**src/rtl/multicycle_controller_if.sv**
```systemverilog
// Control-unit bundle: opcode and memory ready flags toward the controller,
// datapath strobes, sticky trap flags and debug state back out.
interface multicycle_controller_if #(
   parameter int OPCODE_W = 7
);
   logic [OPCODE_W-1:0] Opcode;
   logic                imem_ready;
   logic                dmem_ready;
   logic                InstrRead;
   logic                IRWrite;
   logic                PCWrite;
   logic                ALUSrc;
   logic                MemtoReg;
   logic                RegWrite;
   logic                MemRead;
   logic                MemWrite;
   logic [1:0]          ALUOp;
   logic                Branch;
   logic                Jump;
   logic                illegal;
   logic                mem_err;
   logic [2:0]          state;

   modport master (
      output Opcode, imem_ready, dmem_ready,
      input  InstrRead, IRWrite, PCWrite, ALUSrc, MemtoReg, RegWrite,
             MemRead, MemWrite, ALUOp, Branch, Jump, illegal, mem_err, state
   );

   modport slave (
      input  Opcode, imem_ready, dmem_ready,
      output InstrRead, IRWrite, PCWrite, ALUSrc, MemtoReg, RegWrite,
             MemRead, MemWrite, ALUOp, Branch, Jump, illegal, mem_err, state
   );
endinterface

```
**src/rtl/multicycle_controller.sv**
```systemverilog
// Multi-cycle RISC-V control FSM (FETCH/DECODE/EXEC/MEM/WB); zero-wait latency 3-5 cycles per instruction,
// stalls in FETCH/MEM while memory ready is low, traps on illegal opcode or watchdog expiry.
module multicycle_controller #(
   parameter int OPCODE_W     = 7,
   parameter bit SUPPORT_JUMP = 1'b1,
   parameter int MEM_TIMEOUT  = 16
) (
   input  logic                   clk,
   input  logic                   rst_n,
   multicycle_controller_if.slave ctl_if
);

   localparam int CNT_W = (MEM_TIMEOUT > 1) ? $clog2(MEM_TIMEOUT) : 1;
   localparam logic [CNT_W-1:0] CNT_MAX = CNT_W'(MEM_TIMEOUT - 1);

   localparam logic [OPCODE_W-1:0] OP_R    = OPCODE_W'(7'b0110011);
   localparam logic [OPCODE_W-1:0] OP_I    = OPCODE_W'(7'b0010011);
   localparam logic [OPCODE_W-1:0] OP_U    = OPCODE_W'(7'b0110111);
   localparam logic [OPCODE_W-1:0] OP_LW   = OPCODE_W'(7'b0000011);
   localparam logic [OPCODE_W-1:0] OP_SW   = OPCODE_W'(7'b0100011);
   localparam logic [OPCODE_W-1:0] OP_BR   = OPCODE_W'(7'b1100011);
   localparam logic [OPCODE_W-1:0] OP_JAL  = OPCODE_W'(7'b1101111);
   localparam logic [OPCODE_W-1:0] OP_JALR = OPCODE_W'(7'b1100111);

   typedef enum logic [2:0] {
      S_IDLE   = 3'd0,
      S_FETCH  = 3'd1,
      S_DECODE = 3'd2,
      S_EXEC   = 3'd3,
      S_MEM    = 3'd4,
      S_WB     = 3'd5,
      S_TRAP   = 3'd6
   } state_t;

   state_t              state_q, state_d;
   logic [OPCODE_W-1:0] op_q, op_d;
   logic [CNT_W-1:0]    cnt_q, cnt_d;
   logic                illegal_q, illegal_d;
   logic                mem_err_q, mem_err_d;

   logic       instr_read, ir_write, pc_write, alu_src, mem_to_reg, reg_write;
   logic       mem_read, mem_write, branch, jump;
   logic [1:0] alu_op;

   logic is_r, is_i, is_u, is_lw, is_sw, is_br, is_jal, is_jalr;

   function automatic logic op_legal(input logic [OPCODE_W-1:0] op);
      return (op == OP_R) || (op == OP_I) || (op == OP_U) || (op == OP_LW) ||
             (op == OP_SW) || (op == OP_BR) ||
             (SUPPORT_JUMP && ((op == OP_JAL) || (op == OP_JALR)));
   endfunction

   // Post-decode behaviour keys off the latched opcode only.
   assign is_r    = (op_q == OP_R);
   assign is_i    = (op_q == OP_I);
   assign is_u    = (op_q == OP_U);
   assign is_lw   = (op_q == OP_LW);
   assign is_sw   = (op_q == OP_SW);
   assign is_br   = (op_q == OP_BR);
   assign is_jal  = (op_q == OP_JAL);
   assign is_jalr = (op_q == OP_JALR);

   always_comb begin
      state_d    = state_q;
      op_d       = op_q;
      cnt_d      = cnt_q;
      illegal_d  = illegal_q;
      mem_err_d  = mem_err_q;
      instr_read = 1'b0;
      ir_write   = 1'b0;
      pc_write   = 1'b0;
      alu_src    = 1'b0;
      mem_to_reg = 1'b0;
      reg_write  = 1'b0;
      mem_read   = 1'b0;
      mem_write  = 1'b0;
      branch     = 1'b0;
      jump       = 1'b0;
      alu_op     = 2'b00;

      case (state_q)
         S_IDLE: state_d = S_FETCH;
         S_FETCH: begin
            instr_read = 1'b1;
            if (ctl_if.imem_ready) begin
               ir_write = 1'b1;
               state_d  = S_DECODE;
            end else if (cnt_q == CNT_MAX) begin
               state_d   = S_TRAP;
               mem_err_d = 1'b1;
            end
         end
         S_DECODE: begin
            op_d = ctl_if.Opcode;
            if (op_legal(ctl_if.Opcode)) begin
               state_d = S_EXEC;
            end else begin
               state_d   = S_TRAP;
               illegal_d = 1'b1;
            end
         end
         S_EXEC: begin
            alu_src = is_lw | is_sw | is_i | is_u | is_jalr;
            if (is_r || is_i)  alu_op = 2'b10;
            else if (is_u)     alu_op = 2'b11;
            else if (is_br)    alu_op = 2'b01;
            else               alu_op = 2'b00;
            if (is_br) begin
               branch   = 1'b1;
               pc_write = 1'b1;
               state_d  = S_FETCH;
            end else if (is_lw || is_sw) begin
               state_d = S_MEM;
            end else if (is_r || is_i || is_u || is_jal || is_jalr) begin
               state_d = S_WB;
            end else begin
               state_d = S_IDLE;
            end
         end
         S_MEM: begin
            mem_read  = is_lw;
            mem_write = is_sw;
            if (ctl_if.dmem_ready) begin
               if (is_sw) begin
                  pc_write = 1'b1;
                  state_d  = S_FETCH;
               end else begin
                  state_d = S_WB;
               end
            end else if (cnt_q == CNT_MAX) begin
               state_d   = S_TRAP;
               mem_err_d = 1'b1;
            end
         end
         S_WB: begin
            reg_write  = 1'b1;
            pc_write   = 1'b1;
            mem_to_reg = is_lw;
            jump       = is_jal | is_jalr;
            state_d    = S_FETCH;
         end
         S_TRAP: state_d = S_TRAP;
         default: state_d = S_IDLE;
      endcase

      // Watchdog restarts on every entry to a waiting state and saturates at its limit.
      if ((state_d != state_q) && ((state_d == S_FETCH) || (state_d == S_MEM))) begin
         cnt_d = '0;
      end else if ((state_q == S_FETCH) && !ctl_if.imem_ready && (cnt_q != CNT_MAX)) begin
         cnt_d = cnt_q + CNT_W'(1);
      end else if ((state_q == S_MEM) && !ctl_if.dmem_ready && (cnt_q != CNT_MAX)) begin
         cnt_d = cnt_q + CNT_W'(1);
      end
   end

   always_ff @(posedge clk or negedge rst_n) begin
      if (!rst_n) begin
         state_q   <= S_IDLE;
         op_q      <= '0;
         cnt_q     <= '0;
         illegal_q <= 1'b0;
         mem_err_q <= 1'b0;
      end else begin
         state_q   <= state_d;
         op_q      <= op_d;
         cnt_q     <= cnt_d;
         illegal_q <= illegal_d;
         mem_err_q <= mem_err_d;
      end
   end

   assign ctl_if.InstrRead = instr_read;
   assign ctl_if.IRWrite   = ir_write;
   assign ctl_if.PCWrite   = pc_write;
   assign ctl_if.ALUSrc    = alu_src;
   assign ctl_if.MemtoReg  = mem_to_reg;
   assign ctl_if.RegWrite  = reg_write;
   assign ctl_if.MemRead   = mem_read;
   assign ctl_if.MemWrite  = mem_write;
   assign ctl_if.ALUOp     = alu_op;
   assign ctl_if.Branch    = branch;
   assign ctl_if.Jump      = jump;
   assign ctl_if.illegal   = illegal_q;
   assign ctl_if.mem_err   = mem_err_q;
   assign ctl_if.state     = state_q;

endmodule

```
**src/flat_wrapper.sv**
```systemverilog
// flat-port wrapper written by rule: the top's interface ports become plain ports
module multicycle_controller_flat 
#(
   parameter int OPCODE_W     = 7,
   parameter bit SUPPORT_JUMP = 1'b1,
   parameter int MEM_TIMEOUT  = 16
)
  (clk, rst_n, ctl_if_Opcode, ctl_if_imem_ready, ctl_if_dmem_ready, ctl_if_InstrRead, ctl_if_IRWrite, ctl_if_PCWrite, ctl_if_ALUSrc, ctl_if_MemtoReg, ctl_if_RegWrite, ctl_if_MemRead, ctl_if_MemWrite, ctl_if_ALUOp, ctl_if_Branch, ctl_if_Jump, ctl_if_illegal, ctl_if_mem_err, ctl_if_state);
  multicycle_controller_if #(.OPCODE_W(OPCODE_W)) ctl_if_i ();
  input  logic clk;
  input  logic rst_n;
  input wire logic [$bits(ctl_if_i.Opcode)-1:0] ctl_if_Opcode;
  input wire logic [$bits(ctl_if_i.imem_ready)-1:0] ctl_if_imem_ready;
  input wire logic [$bits(ctl_if_i.dmem_ready)-1:0] ctl_if_dmem_ready;
  output wire logic [$bits(ctl_if_i.InstrRead)-1:0] ctl_if_InstrRead;
  output wire logic [$bits(ctl_if_i.IRWrite)-1:0] ctl_if_IRWrite;
  output wire logic [$bits(ctl_if_i.PCWrite)-1:0] ctl_if_PCWrite;
  output wire logic [$bits(ctl_if_i.ALUSrc)-1:0] ctl_if_ALUSrc;
  output wire logic [$bits(ctl_if_i.MemtoReg)-1:0] ctl_if_MemtoReg;
  output wire logic [$bits(ctl_if_i.RegWrite)-1:0] ctl_if_RegWrite;
  output wire logic [$bits(ctl_if_i.MemRead)-1:0] ctl_if_MemRead;
  output wire logic [$bits(ctl_if_i.MemWrite)-1:0] ctl_if_MemWrite;
  output wire logic [$bits(ctl_if_i.ALUOp)-1:0] ctl_if_ALUOp;
  output wire logic [$bits(ctl_if_i.Branch)-1:0] ctl_if_Branch;
  output wire logic [$bits(ctl_if_i.Jump)-1:0] ctl_if_Jump;
  output wire logic [$bits(ctl_if_i.illegal)-1:0] ctl_if_illegal;
  output wire logic [$bits(ctl_if_i.mem_err)-1:0] ctl_if_mem_err;
  output wire logic [$bits(ctl_if_i.state)-1:0] ctl_if_state;
  assign ctl_if_i.Opcode = ctl_if_Opcode;
  assign ctl_if_i.imem_ready = ctl_if_imem_ready;
  assign ctl_if_i.dmem_ready = ctl_if_dmem_ready;
  assign ctl_if_InstrRead = ctl_if_i.InstrRead;
  assign ctl_if_IRWrite = ctl_if_i.IRWrite;
  assign ctl_if_PCWrite = ctl_if_i.PCWrite;
  assign ctl_if_ALUSrc = ctl_if_i.ALUSrc;
  assign ctl_if_MemtoReg = ctl_if_i.MemtoReg;
  assign ctl_if_RegWrite = ctl_if_i.RegWrite;
  assign ctl_if_MemRead = ctl_if_i.MemRead;
  assign ctl_if_MemWrite = ctl_if_i.MemWrite;
  assign ctl_if_ALUOp = ctl_if_i.ALUOp;
  assign ctl_if_Branch = ctl_if_i.Branch;
  assign ctl_if_Jump = ctl_if_i.Jump;
  assign ctl_if_illegal = ctl_if_i.illegal;
  assign ctl_if_mem_err = ctl_if_i.mem_err;
  assign ctl_if_state = ctl_if_i.state;
  multicycle_controller #(.OPCODE_W(OPCODE_W), .SUPPORT_JUMP(SUPPORT_JUMP), .MEM_TIMEOUT(MEM_TIMEOUT)) u_core (.clk(clk), .rst_n(rst_n), .ctl_if(ctl_if_i));
endmodule
```
**config.mk**
```make
export PLATFORM = sky130hd
export DESIGN_NAME = multicycle_controller_flat
export DESIGN_NICKNAME = d
export VERILOG_FILES = /design/src/rtl/multicycle_controller_if.sv /design/src/rtl/multicycle_controller.sv /design/src/flat_wrapper.sv
export SDC_FILE = /design/constraint.sdc
export NUM_CORES = 1
export LEC_CHECK = 0
export ABC_AREA = 1
export BUFFER_PORTS_ARGS = -buffer_cell sky130_fd_sc_hd__buf_2
export CORE_MARGIN = 2
export CORE_UTILIZATION = 52
export CTS_CLUSTER_SIZE = 8
export DETAILED_ROUTE_END_ITERATION = 16
export PLACE_DENSITY = 0.89
export SYNTH_ARGS = -nofsm -noshare
export SYNTH_HDL_FRONTEND = slang
export SYNTH_SLANG_ARGS = --single-unit
```
**constraint.sdc**
```tcl
create_clock -name clk -period 2.1 [get_ports clk]
set_input_delay 0.21 -clock clk [delete_from_list [all_inputs] [get_ports clk]]
set_output_delay 0.21 -clock clk [all_outputs]
set_load 0.03 [all_outputs]
```
# Word level (Yosys, flattened, before mapping)
# Index checks and enable logic that the tools add are counted.
dict set report op_classes {
  bitwise 6
  add_sub_neg 1
  n_eq_ne 29
  reduce_logical 26
  n_mux 34
}
# cell count
set op_table {}
lappend op_table {{7-bit by 6-bit equality test with 1-bit output (second input constant)} 6}
lappend op_table {{7-bit equality test (second input constant)} 6}
lappend op_table {{3-bit two-way mux} 8}
lappend op_table {{3-bit case mux with 6 select lines} 1}
lappend op_table {{1-bit two-way mux} 17}
lappend op_table {{7-bit by 2-bit equality test with 1-bit output (second input constant)} 2}
lappend op_table {{7-bit by 5-bit equality test with 1-bit output (second input constant)} 2}
lappend op_table {{1-bit logical OR} 13}
lappend op_table {{3-bit equality test (second input constant)} 4}
lappend op_table {{4-bit two-way mux} 3}
lappend op_table {{3-bit by 1-bit equality test with 1-bit output (second input constant)} 2}
lappend op_table {{3-bit by 2-bit equality test with 1-bit output (second input constant)} 2}
lappend op_table {{2-bit two-way mux} 3}
lappend op_table {{1-bit logical AND} 5}
lappend op_table {{1-bit bitwise OR} 5}
lappend op_table {{4-bit by 1-bit adder with 4-bit output (second input constant)} 1}
lappend op_table {{4-bit equality test (second input constant)} 1}
lappend op_table {{2-bit != test (second input constant)} 2}
lappend op_table {{4-bit != test (second input constant)} 1}
lappend op_table {{3-bit logical NOT} 1}
lappend op_table {{3-bit != test} 1}
lappend op_table {{1-bit case mux with 3 select lines} 1}
lappend op_table {{3-bit AND reduction} 1}
lappend op_table {{3-bit nonzero test} 1}
lappend op_table {{other kinds (6)} 7}
dict set report totals {
  register_bits 16
  elab_cells 101
}

# Logic depth before layout (Yosys ltp)
dict set report depth {
  ltp_word 13
  ltp_mapped 12
  ltp_nobuf 12
}

# Worst setup path after synthesis
# Ideal clock, no wire load.
dict set report synth_path {
  path_type {reg2out}
  start {reg u_core.state_q[2] (netlist: u_core.ctl_if.state[2])}
  end {out ctl_if_Jump}
  path_slack_ns -0.201
  required_time_ns 1.890
  n_path_buf 0
  path_stages_with_launch 5
  arrival_ns 2.091
  path_cell_list {dfrtp_1 -> inv_2 -> nor3_1 -> inv_1 -> nor2_1}
}
dict set report synth_via {
  elab_chain_len 2
}
# item line
set synth_lines {}
lappend synth_lines {{from (decl)} multicycle_controller.sv:35} ;# state_t state_q, state_d;
lappend synth_lines {{from (signal assigned)} multicycle_controller.sv:164} ;# state_q <= state_d;
lappend synth_lines {{3-bit equality test} multicycle_controller.sv:81} ;# case (state_q)
lappend synth_lines {{1-bit two-way mux} multicycle_controller.sv:81}
lappend synth_lines {{to (decl)} flat_wrapper.sv:25} ;# output wire logic [$bits(ctl_if_i.Jump)-1:0] ctl_if_Jump;
# Every way passes these cells.

# Worst setup path after layout
dict set report layout_path {
  start {reg u_core.state_q[1] (netlist: u_core.ctl_if.state[1])}
  end {out ctl_if_PCWrite}
}
dict set report layout_via {
  elab_chain_len 2
}
# item line
set layout_lines {}
lappend layout_lines {{3-bit equality test / 3-bit by 2-bit equality test with 1-bit output (equally long branches)} multicycle_controller.sv:81}
lappend layout_lines {{1-bit case mux with 3 select lines (*)} multicycle_controller.sv:81}
lappend layout_lines {{to (decl)} flat_wrapper.sv:17} ;# output wire logic [$bits(ctl_if_i.PCWrite)-1:0] ctl_if_PCWrite;
# Mark *: on every way between the ends. The rest lies on a longest branch, timed or not.

==> impl_metrics.toml <==
[clocking]
cts_root_buffer = "clkbuf_4"
cts_hold_buf = 1
clk_path_buf_depth = 2
cts.sinks = 16
htreeDepth = 1
cts_resized = 0
clk_pin_slew_ps = 90
cts_setup_buffers = 0
insertion_delay_ps = 290
cts_tree = "built"
cts_buffers = 3

[power]
p_per_area_mw_per_mm2 = 1330
ir_worst_vdd_uv = 685
p_leak_nw = 0.793

[critical_path]
worstPathArrival_ps = 1670
critical_path.startpoint_type = "register"
cp.required_ps = 1890
crit_type = "register to output port"
path_max_fanout = 7
end_kind = "output port"
r2r_cells = 11
cpMaxStageDelayCell = "dfrtp_1"
crit_path_cell_trace = "nand2_1 -> nor2_1 -> nand3_2 -> o211ai_1 -> buf_2"
rrSetupSlack_ps = 400
r2r_start = "u_core.ctl_if.state[1]"
max_stage_delay_ps = 490
r2r_end = "u_core.cnt_q[2]"

[synth]
syn_nets = 186
synth.yosys.seq_area_share = 0.358
netlist_instances = 174
synthTopCellsByArea = "dfrtp_1, nand2_1, inv_1, nor2_1, nand3_1"
yosys_warnings = 0
ys_ff_latch = 16
syn_avg_cell_area_um2 = 6.42
synth_top_cell_area_share = 0.358
syn_area_mm2 = 0.00112
synthDistinctLibCells = 21
synth_top_cell_by_area = "dfrtp_1"

[min_path]
hold_end = "u_core.op_q[0]"
worstHoldStart = "ctl_if_Opcode[0]"
hp-class = "input pin to register"
hold_depth = 3

[routing]
vias = 1180
remaining_drc_errors = 0
drtIter0Drc = 36
post_drt_wl_per_cell_um = 11.6
ant_nets = 0
via_per_inst = 5.06
routed_wl_mm = 2.70
dr.pass1.iters = 4

[run_status]
status = "finished, final reports clean"

[sta]
finalClockSkew_ps = 2.58
min_period_over_period = 0.896
setup_viol = 0
timing.hold.ws_ps = 126
worstMarginPinSlew_ps = 385
clock.fmax_mhz = 531
drv_slew = 0
finalSetupTns_ps = 0
rsz0062_at_grt = "no"
hold_viol = 0
layout_min_cycle_time_ps = 1880
slew_headroom = 0.743

[layout]
final_cell_area_mm2 = 0.00134
n_antenna_cell = 0
area_growth_pct = 20.0
final_nets = 219
layout_commonest_cell = "nand2_1"
fillers = 181
fin_util = 0.670
fin_cells = 233
layout_common_cells = "nand2_1, buf_2, inv_1"
drive_above_1_share = 0.248

[placement]
placed_area_mm2 = 0.00129
placed_cells = 228
gp_congestion = 0.899
port_buffers = 27
dp_hpwl_mm = 2.12

[grt]
gr-total-overflow = 0
grt.total_usage = 0.230
grt_pass1_vias = 1126
grt_pass1_wl_mm = 4.46
antenna_found_initial = 0
grt_max_degree = 17

[job]
cap_violations = 0

[floorplanning]
die_w_um = 50.4
io_pins = 28
start_util = 0.558
rows = 16
coreArea_mm2 = 0.00200
chipHeight_um = 50.4
die-area_mm2 = 0.00254
==> Yosys cell counts <==
master    instances
xor2_1            2
nor2_1           21
clkbuf_1          1
nand3_2           4
inv_1            24
nand2_1          59
a31oi_1           1
nand2_2           4
nand3_1          11
o21ai_0           8
inv_2             5
o21bai_1          1
nor2_2            5
o211ai_1          2
nand4_1           2
a21oi_1           3
nand3b_1          1
ha_1              1
dfrtp_1          16
xnor2_1           1
nor3_1            2
==> metal layers <==
metal  routed length [µm]  global-route usage  vias up
li1                     -                   -      608
met1                 1250               0.286      519
met2                 1250               0.401       44
met3                  142              0.0268        9
met4                   63              0.0991        0
met5                    0                   0        -
==> cell type report <==
| type | instances | area, µm² | share of cell area |
|---|---|---|---|
| inverter | 29 | 109 | 0.0812 |
| timing repair buffer | 29 | 153 | 0.114 |
| tap | 27 | 33.8 | 0.0252 |
| multi-input combinational | 128 | 609 | 0.454 |
| sequential | 16 | 400 | 0.299 |
| clock buffer | 4 | 36.3 | 0.0271 |
==> cell families (layout without fill, tap and decap cells) <==
| logic type | Yosys count | count (layout) | synth area share |
|---|---|---|---|
| AND/OR/NAND/NOR | 109 | 109 | 0.431 |
| flip-flops | 16 | 16 | 0.358 |
| buffers and inverters | 30 | 62 | 0.101 |
| AO/OA/AOI/OAI | 15 | 15 | 0.0750 |
| XOR/XNOR | 3 | 3 | 0.0235 |
| adder cells (fa/ha/maj) | 1 | 1 | 0.0112 |
==> state kept, by name (all words and copies together) (netlist names) <==
name / count
u_core.op_q: 7
u_core.cnt_q: 4
u_core.ctl_if.state: 3
u_core.ctl_if.illegal: 1
u_core.ctl_if.mem_err: 1
==> report_power, final <==
part	leakage [nW]	internal [W]	switching [W]	total [W]
clock network	0.0210	0.000106	0.000102	0.000208
registers	0.200	0.000421	0.000126	0.000547
logic	0.571	0.000319	0.000707	0.00103
==> worst max-delay path, delay by kind of cell (launching register included) <==
kind / cells / cell delay, ps
simple gates: 3 / 520
flops: 1 / 490
buf+inv: 1 / 220
compound gates: 1 / 140
==> worst max-delay path by stage <==
stage                                 startpoint              end  slack (ps)  cells past startpoint
final                     u_core.ctl_if.state[1]   ctl_if_PCWrite         220                      5
after global routing      u_core.ctl_if.state[1]   ctl_if_PCWrite         110                      5
after CTS                 u_core.ctl_if.state[1]  ctl_if_ALUOp[0]         240                      5
after detailed placement         u_core.cnt_q[0]  u_core.cnt_q[2]         430                     11
after global placement           u_core.cnt_q[0]  u_core.cnt_q[0]         520                     11
after floorplan           u_core.ctl_if.state[2]      ctl_if_Jump         110                      4
==> stage by stage <==
stage	total power, W	setup slack (ps)
floorplan	0.00131	111
global placement	0.00151	515
detailed placement	0.00156	434
CTS	0.00177	242
global route	0.00193	109
finish	0.00178	218
(Power assumes the default switching activity.)
